### config.mk
export PLATFORM = sky130hd
export DESIGN_NAME = instr_issuer_flat
export DESIGN_NICKNAME = d
export VERILOG_FILES = /design/src/rtl/instr_issuer_if.sv /design/src/rtl/instr_issuer.sv /design/src/flat_wrapper.sv
export SDC_FILE = /design/constraint.sdc
export NUM_CORES = 1
export LEC_CHECK = 0
export CAP_MARGIN = 5
export CORE_UTILIZATION = 47
export CTS_CLUSTER_SIZE = 20
export DETAILED_ROUTE_END_ITERATION = 12
export PLACE_DENSITY = 0.78
export SYNTH_ARGS = -nofsm -noshare
export SYNTH_HDL_FRONTEND = slang
export SYNTH_SLANG_ARGS = --single-unit
### constraint.sdc
create_clock -name clk -period 1.9 [get_ports clk]
set_input_delay 0.38 -clock clk [delete_from_list [all_inputs] [get_ports clk]]
set_output_delay 0.38 -clock clk [all_outputs]
set_load 0.005 [all_outputs]
### src/rtl/instr_issuer_if.sv
// Issuer bus bundle: program-memory read port plus the
// instruction bus driven towards the decoder.
interface instr_issuer_if #(
  parameter int PC_W = 8
);
  logic            pmem_rd_en;
  logic [PC_W-1:0] pmem_addr;
  logic [7:0]      pmem_data;
  logic [7:0]      instr;
  logic            instr_valid;

  modport master (
    output pmem_rd_en,
    output pmem_addr,
    input  pmem_data,
    output instr,
    output instr_valid
  );

  modport slave (
    input  pmem_rd_en,
    input  pmem_addr,
    output pmem_data,
    input  instr,
    input  instr_valid
  );
endinterface

### src/rtl/instr_issuer.sv
// Instruction fetch/issue sequencer: fetches bytes from program
// memory, holds each on the decoder bus, pads with NOP bubbles.
module instr_issuer #(
  parameter int         PC_W      = 8,
  parameter int         ROM_HOLD  = 4,
  parameter int         RMOV_HOLD = 2,
  parameter logic [7:0] NOP_CODE  = 8'h80
) (
  input  logic            clk,
  input  logic            rst,
  input  logic            start,
  input  logic [PC_W-1:0] start_pc,
  input  logic            stall,
  instr_issuer_if.master  bus,
  output logic [PC_W-1:0] pc,
  output logic            busy,
  output logic            halted
);

  localparam int HOLD_MAX =
    (ROM_HOLD > RMOV_HOLD) ? ROM_HOLD : RMOV_HOLD;
  localparam int HOLD_W = $clog2(HOLD_MAX + 1);

  typedef enum logic [2:0] {
    S_IDLE,
    S_FETCH,
    S_LATCH,
    S_ISSUE,
    S_HALT
  } state_t;

  state_t            state_q, state_d;
  logic [PC_W-1:0]   pc_q, pc_d;
  logic [HOLD_W-1:0] hold_q, hold_d;
  logic [HOLD_W-1:0] hold_ld;
  logic [7:0]        ir_q, ir_d;
  logic              rd_en_q, rd_en_d;
  logic [PC_W-1:0]   addr_q, addr_d;
  logic [7:0]        instr_q, instr_d;
  logic              valid_q, valid_d;
  logic              busy_q, busy_d;
  logic              halted_q, halted_d;
  logic              op_rom, op_rmov, op_halt;

  assign op_rom  = bus.pmem_data[7:5] == 3'b001;
  assign op_rmov = bus.pmem_data[7:5] == 3'b010;
  assign op_halt = bus.pmem_data[7:5] == 3'b111;

  always_ff @(posedge clk) begin
    if (rst) begin
      state_q  <= S_IDLE;
      pc_q     <= '0;
      hold_q   <= '0;
      ir_q     <= NOP_CODE;
      rd_en_q  <= 1'b0;
      addr_q   <= '0;
      instr_q  <= NOP_CODE;
      valid_q  <= 1'b0;
      busy_q   <= 1'b0;
      halted_q <= 1'b0;
    end else begin
      state_q  <= state_d;
      pc_q     <= pc_d;
      hold_q   <= hold_d;
      ir_q     <= ir_d;
      rd_en_q  <= rd_en_d;
      addr_q   <= addr_d;
      instr_q  <= instr_d;
      valid_q  <= valid_d;
      busy_q   <= busy_d;
      halted_q <= halted_d;
    end
  end

  always_comb begin
    hold_ld = HOLD_W'(1);
    unique case (1'b1)
      op_rom:  hold_ld = HOLD_W'(ROM_HOLD);
      op_rmov: hold_ld = HOLD_W'(RMOV_HOLD);
      default: hold_ld = HOLD_W'(1);
    endcase
  end

  // A fetch leaves FETCH only once its read strobe has been on the bus.
  always_comb begin
    state_d = state_q;
    pc_d    = pc_q;
    hold_d  = hold_q;
    ir_d    = ir_q;
    unique case (state_q)
      S_IDLE, S_HALT: begin
        if (start) begin
          pc_d    = start_pc;
          state_d = S_FETCH;
        end
      end
      S_FETCH: begin
        if (rd_en_q) state_d = S_LATCH;
      end
      S_LATCH: begin
        ir_d = bus.pmem_data;
        if (op_halt) begin
          state_d = S_HALT;
        end else begin
          hold_d  = hold_ld;
          state_d = S_ISSUE;
        end
      end
      S_ISSUE: begin
        if (!stall) begin
          if (hold_q == HOLD_W'(1)) begin
            pc_d    = pc_q + PC_W'(1);
            state_d = S_FETCH;
          end else begin
            hold_d = hold_q - HOLD_W'(1);
          end
        end
      end
      default: state_d = S_IDLE;
    endcase
  end

  // Leaving ISSUE prefetches at once so only two bubbles separate issues.
  always_comb begin
    rd_en_d  = 1'b0;
    addr_d   = addr_q;
    instr_d  = NOP_CODE;
    valid_d  = 1'b0;
    busy_d   = state_d inside {S_FETCH, S_LATCH, S_ISSUE};
    halted_d = state_d == S_HALT;
    if (state_d == S_FETCH &&
        (state_q == S_ISSUE ||
         (state_q == S_FETCH && !stall))) begin
      rd_en_d = 1'b1;
      addr_d  = pc_d;
    end
    if (state_d == S_ISSUE) begin
      instr_d = ir_d;
      valid_d = 1'b1;
    end
  end

  assign bus.pmem_rd_en  = rd_en_q;
  assign bus.pmem_addr   = addr_q;
  assign bus.instr       = instr_q;
  assign bus.instr_valid = valid_q;
  assign pc              = pc_q;
  assign busy            = busy_q;
  assign halted          = halted_q;

endmodule

### src/flat_wrapper.sv
// flat-port wrapper written by rule: the top's interface ports become plain ports
module instr_issuer_flat 
#(
  parameter int         PC_W      = 8,
  parameter int         ROM_HOLD  = 4,
  parameter int         RMOV_HOLD = 2,
  parameter logic [7:0] NOP_CODE  = 8'h80
)
  (clk, rst, start, start_pc, stall, pc, busy, halted, bus_pmem_rd_en, bus_pmem_addr, bus_pmem_data, bus_instr, bus_instr_valid);
  instr_issuer_if #(.PC_W(PC_W)) bus_i ();
  input  logic clk;
  input  logic rst;
  input  logic start;
  input  logic [PC_W-1:0] start_pc;
  input  logic stall;
  output logic [PC_W-1:0] pc;
  output logic busy;
  output logic halted;
  output wire logic [$bits(bus_i.pmem_rd_en)-1:0] bus_pmem_rd_en;
  output wire logic [$bits(bus_i.pmem_addr)-1:0] bus_pmem_addr;
  input wire logic [$bits(bus_i.pmem_data)-1:0] bus_pmem_data;
  output wire logic [$bits(bus_i.instr)-1:0] bus_instr;
  output wire logic [$bits(bus_i.instr_valid)-1:0] bus_instr_valid;
  assign bus_pmem_rd_en = bus_i.pmem_rd_en;
  assign bus_pmem_addr = bus_i.pmem_addr;
  assign bus_i.pmem_data = bus_pmem_data;
  assign bus_instr = bus_i.instr;
  assign bus_instr_valid = bus_i.instr_valid;
  instr_issuer #(.PC_W(PC_W), .ROM_HOLD(ROM_HOLD), .RMOV_HOLD(RMOV_HOLD), .NOP_CODE(NOP_CODE)) u_core (.clk(clk), .rst(rst), .start(start), .start_pc(start_pc), .stall(stall), .bus(bus_i), .pc(pc), .busy(busy), .halted(halted));
endmodule
==> metrics.txt <==
# TYPE chip_impl_metric gauge
chip_impl_info{name="critPathCaptureType",value="register"} 1
chip_impl_metric{name="yosysWarnings",unit=""} 0
chip_impl_info{name="dominantRegCellSynth",value="sky130_fd_sc_hd__dfxtp_1"} 1
chip_impl_metric{name="regToRegSetupSlack",unit="ns"} 0.09
chip_impl_metric{name="routed_wire_length_per_instance",unit="um"} 13.7
chip_impl_metric{name="synth_cells",unit=""} 189
chip_impl_metric{name="dieWidth",unit="um"} 63.6
chip_impl_metric{name="finalSetupViolCount",unit=""} 0
chip_impl_metric{name="layout-drive-gt1-share",unit="%"} 13.8
chip_impl_metric{name="layout.cell_area.non_filler",unit="sq um"} 2530
chip_impl_metric{name="postCtsSetupBuffers",unit=""} 0
chip_impl_metric{name="grt_max_degree",unit=""} 14
chip_impl_info{name="r2r_start",value="u_core.pc[1]$_SDFF_PP0_"} 1
chip_impl_metric{name="worst_slew_margin_rel",unit="%"} 72.1
chip_impl_metric{name="power.leakage",unit="nW"} 0.958
chip_impl_metric{name="finalClockSkew",unit="ns"} 0.00810
chip_impl_info{name="hold_path.class",value="reg2reg"} 1
chip_impl_info{name="cts_root_buf",value="sky130_fd_sc_hd__clkbuf_8"} 1
chip_impl_metric{name="std_cell_rows",unit=""} 22
chip_impl_metric{name="chipHeight",unit="um"} 63.6
chip_impl_metric{name="groute.usage.overall",unit="%"} 22.6
chip_impl_metric{name="power_density_relative_to_cell_area",unit="nW/um^2"} 740
chip_impl_metric{name="setup_tns",unit="ns"} 0
chip_impl_metric{name="grt_remaining_overflow",unit=""} 0
chip_impl_info{name="worstSetupPathType",value="reg2reg"} 1
chip_impl_metric{name="num-nets-final",unit=""} 276
chip_impl_metric{name="drv_slew",unit=""} 0
chip_impl_metric{name="hold_violations_final",unit=""} 0
chip_impl_metric{name="dr.pass1.iters",unit=""} 4
chip_impl_metric{name="period_share",unit="%"} 95.2
chip_impl_metric{name="drc_errors",unit=""} 0
chip_impl_metric{name="worst_ir_drop_vdd",unit="mV"} 0.490
chip_impl_metric{name="clock_power_share",unit="%"} 37.4
chip_impl_metric{name="antenna_cells",unit=""} 0
chip_impl_metric{name="power.share.switching",unit="%"} 23.2
chip_impl_metric{name="postSynthRegisterBits",unit=""} 42
chip_impl_metric{name="number_of_global_route_vias_before_repair",unit=""} 1512
chip_impl_metric{name="syn_avg_cell_area",unit="sq um"} 9.45
chip_impl_info{name="startpoint_type",value="register"} 1
chip_impl_info{name="cts_tree",value="yes"} 1
chip_impl_metric{name="design.core.area",unit="sq um"} 3660
chip_impl_metric{name="number_of_library_cell_types_mapped_by_synthesis",unit=""} 42
chip_impl_metric{name="instances_no_fill",unit=""} 302
chip_impl_metric{name="cts.reportedPaths.clkPinSlew",unit="ns"} 0.08
chip_impl_metric{name="vias",unit=""} 1612
chip_impl_info{name="critical_path.cell_chain",value="ha_1 -> or4bb_1 -> o211a_1 -> a211oi_1 -> a21oi_1"} 1
chip_impl_metric{name="routabilityCongestion",unit=""} 0.777
chip_impl_metric{name="finalWirelength",unit="um"} 4130
chip_impl_info{name="critPathCapture",value="u_core.bus.pmem_addr[6]$_SDFFE_PP0P_"} 1
chip_impl_metric{name="synth_area",unit="sq um"} 1790
chip_impl_metric{name="io_pins",unit=""} 48
chip_impl_metric{name="slowest_delay",unit="ns"} 0.50
chip_impl_metric{name="effective_utilization_at_floorplan",unit="%"} 48.8
chip_impl_metric{name="worst-r2r-cell-count",unit=""} 5
chip_impl_metric{name="layout_setup_ws",unit="ns"} 0.0910
chip_impl_metric{name="async_reset_ff_share",unit="%"} 0
chip_impl_metric{name="timing.hold.ws",unit="ns"} 0.479
chip_impl_info{name="timing.rr.end",value="u_core.bus.pmem_addr[6]$_SDFFE_PP0P_"} 1
chip_impl_metric{name="areaGrowthSynthToFinish",unit="%"} 42.0
chip_impl_info{name="cp-startpoint",value="u_core.pc[1]$_SDFF_PP0_"} 1
chip_impl_info{name="timing.critical_path.slowest_stage_cell",value="sky130_fd_sc_hd__or4bb_1"} 1
chip_impl_metric{name="postRouteAntennaNets",unit=""} 0
chip_impl_metric{name="fmaxAchievable",unit="GHz"} 0.553
chip_impl_metric{name="power.share.combinational",unit="%"} 12.5
chip_impl_metric{name="dieArea",unit="sq um"} 4050
chip_impl_metric{name="hpwlAfterDp",unit="um"} 2960
chip_impl_metric{name="count_of_flip_flops_with_a_built_in_enable_after_synthesis",unit=""} 0
chip_impl_metric{name="maxCapViolCount",unit=""} 0
chip_impl_metric{name="critical_path.max_fanout",unit=""} 4
chip_impl_metric{name="dr.first_iter.drc_count",unit=""} 115
chip_impl_info{name="rsz0062_at_grt",value="no"} 1
chip_impl_metric{name="clk-insertion-delay-late",unit="ns"} 0.30
chip_impl_metric{name="cp.arrival",unit="ns"} 1.98
chip_impl_metric{name="synth_seq_area_share",unit="%"} 47.1
chip_impl_metric{name="place.detailed.instances",unit=""} 294
chip_impl_metric{name="fin_crit",unit="ns"} 1.81
chip_impl_metric{name="dpl-instance-area",unit="sq um"} 2410
chip_impl_metric{name="tightest_slew",unit="ns"} 0.418
chip_impl_metric{name="internal_power",unit="W"} 0.00144
chip_impl_metric{name="numCtsBuffers",unit=""} 5
chip_impl_metric{name="critical_path_required",unit="ns"} 2.07
chip_impl_metric{name="synth_fp_nets",unit=""} 212
chip_impl_info{name="run_status",value="finished clean"} 1
chip_impl_metric{name="clockBufferDepth",unit=""} 2
chip_impl_metric{name="min_delay_path_depth",unit=""} 2
chip_impl_metric{name="vias_per_cell",unit=""} 5.34
chip_impl_metric{name="clkSinkCount",unit=""} 42
chip_impl_metric{name="first_pass_grt_wire_length",unit="um"} 7060
chip_impl_metric{name="placement.setup.worst_slack",unit="ns"} -0.241
chip_impl_metric{name="port_buffers",unit=""} 47
chip_impl_metric{name="total_switching_power",unit="W"} 0.000435
chip_impl_metric{name="clock_tree.htree_level_count",unit=""} 2
chip_impl_metric{name="p_seq_share",unit="%"} 50.1
chip_impl_metric{name="antenna_violations_before_repair",unit=""} 0
[worst max-delay path: cells and delay by family (launching register included)]
family,cells,cell delay [ns]
adders and majority gates,1,0.18
DFF,1,0.38
AOI/OAI and AO/OA,3,0.64
and+or+nand+nor,1,0.50
[worst min path at each step]
stage	start	end
after floorplan	u_core.ir_q[7]$_SDFF_PP1_	u_core.bus.instr[7]$_SDFF_PP1_
after global placement	u_core.ir_q[7]$_SDFF_PP1_	u_core.bus.instr[7]$_SDFF_PP1_
after detailed placement	u_core.ir_q[7]$_SDFF_PP1_	u_core.ir_q[7]$_SDFF_PP1_
after CTS	u_core.ir_q[7]$_SDFF_PP1_	u_core.bus.instr[7]$_SDFF_PP1_
after global routing	u_core.ir_q[7]$_SDFF_PP1_	u_core.bus.instr[7]$_SDFF_PP1_
final	u_core.ir_q[7]$_SDFF_PP1_	u_core.bus.instr[7]$_SDFF_PP1_
[layer usage]
layer	GRT usage (%)	wire length (um)
met4	6.82	52
met3	5.80	226
met1	29.7	1940
met2	36.2	1910
met5	0	0
[registers in the layout, summed over array words and instances (netlist names)]
signal / cells
u_core.hold_q: 3
u_core.bus.pmem_addr: 8
u_core.halted: 1
u_core.busy: 1
u_core.state_q: 3
u_core.ir_q: 8
u_core.pc: 8
u_core.bus.pmem_rd_en: 1
u_core.bus.instr_valid: 1
u_core.bus.instr: 8
[kinds of logic after synthesis]
logic type / synth area share, %
mux: 5.68
compound gates: 19.6
buf+inv: 4.70
flops: 47.1
fa+ha+maj: 2.10
simple gates: 20.9
[Yosys cell counts, drive strengths merged, types with 2 or more instances]
cell type  number  area (sq um)
ha              3          37.5
nor4            3          18.8
clkbuf          3          11.3
o211a           4          40.0
dfxtp          42           841
nor3            3          15.0
a32o            2          20.0
buf             6          38.8
a21oi          12          60.1
mux2i           9          90.1
nand2           6          30.0
nor2b           3          18.8
nor2           25          93.8
nand3           4          20.0
nand2b          3          18.8
nand4bb         2          22.5
a31oi           3          18.8
or4             2          15.0
o311a           2          20.0
a211oi          9          72.6
a21o            3          22.5
nor3b           4          35.0
nand3b          3          22.5
o21ai          11          55.1
inv             9          33.8
a2bb2oi         2          17.5
[power groups by stage]
stage	Combinational, W	Sequential [W]	Clock (W)
floorplan	0.0000956	0.000953	0
global placement	0.000227	0.000959	0
detailed placement	0.000230	0.000958	0
CTS	0.000233	0.000939	0.000715
global route	0.000257	0.000945	0.000760
finish	0.000235	0.000939	0.000702
[per-stage QoR]
step | util [%] | power (W)
2_1_floorplan | - | 0.00105
3_3_place_gp | 65.8 | 0.00119
3_5_place_dp | 65.8 | 0.00119
4_1_cts | 68.8 | 0.00189
5_1_grt | 69.2 | 0.00196
6_report | 69.2 | 0.00188
[layout by cell type (no fill, tap or decap), types with 7 or more instances in the layout]
master / count
sky130_fd_sc_hd__clkdlybuf4s50_1: 46
sky130_fd_sc_hd__inv_1: 9
sky130_fd_sc_hd__buf_4: 19
sky130_fd_sc_hd__dfxtp_1: 42
sky130_fd_sc_hd__nor2_1: 25
sky130_fd_sc_hd__a21oi_1: 12
sky130_fd_sc_hd__mux2i_1: 9
sky130_fd_sc_hd__o21ai_0: 11
sky130_fd_sc_hd__a211oi_1: 7
[area by class of cell]
cell class	count	area (sq um)
Fill cell	287	1130
Sequential cell	42	841
Inverter	9	33.8
Clock inverter	2	37.5
Clock buffer	6	72.6
Multi-Input combinational cell	129	875
Tap cell	48	60.1
Timing Repair Buffer	66	616
[timing repair]
action	4_1_cts	5_1_grt
gates resized for setup	0	5
hold buffers	0	0
endpoints found under the setup margin	0	5
(Power assumes the default switching activity.)
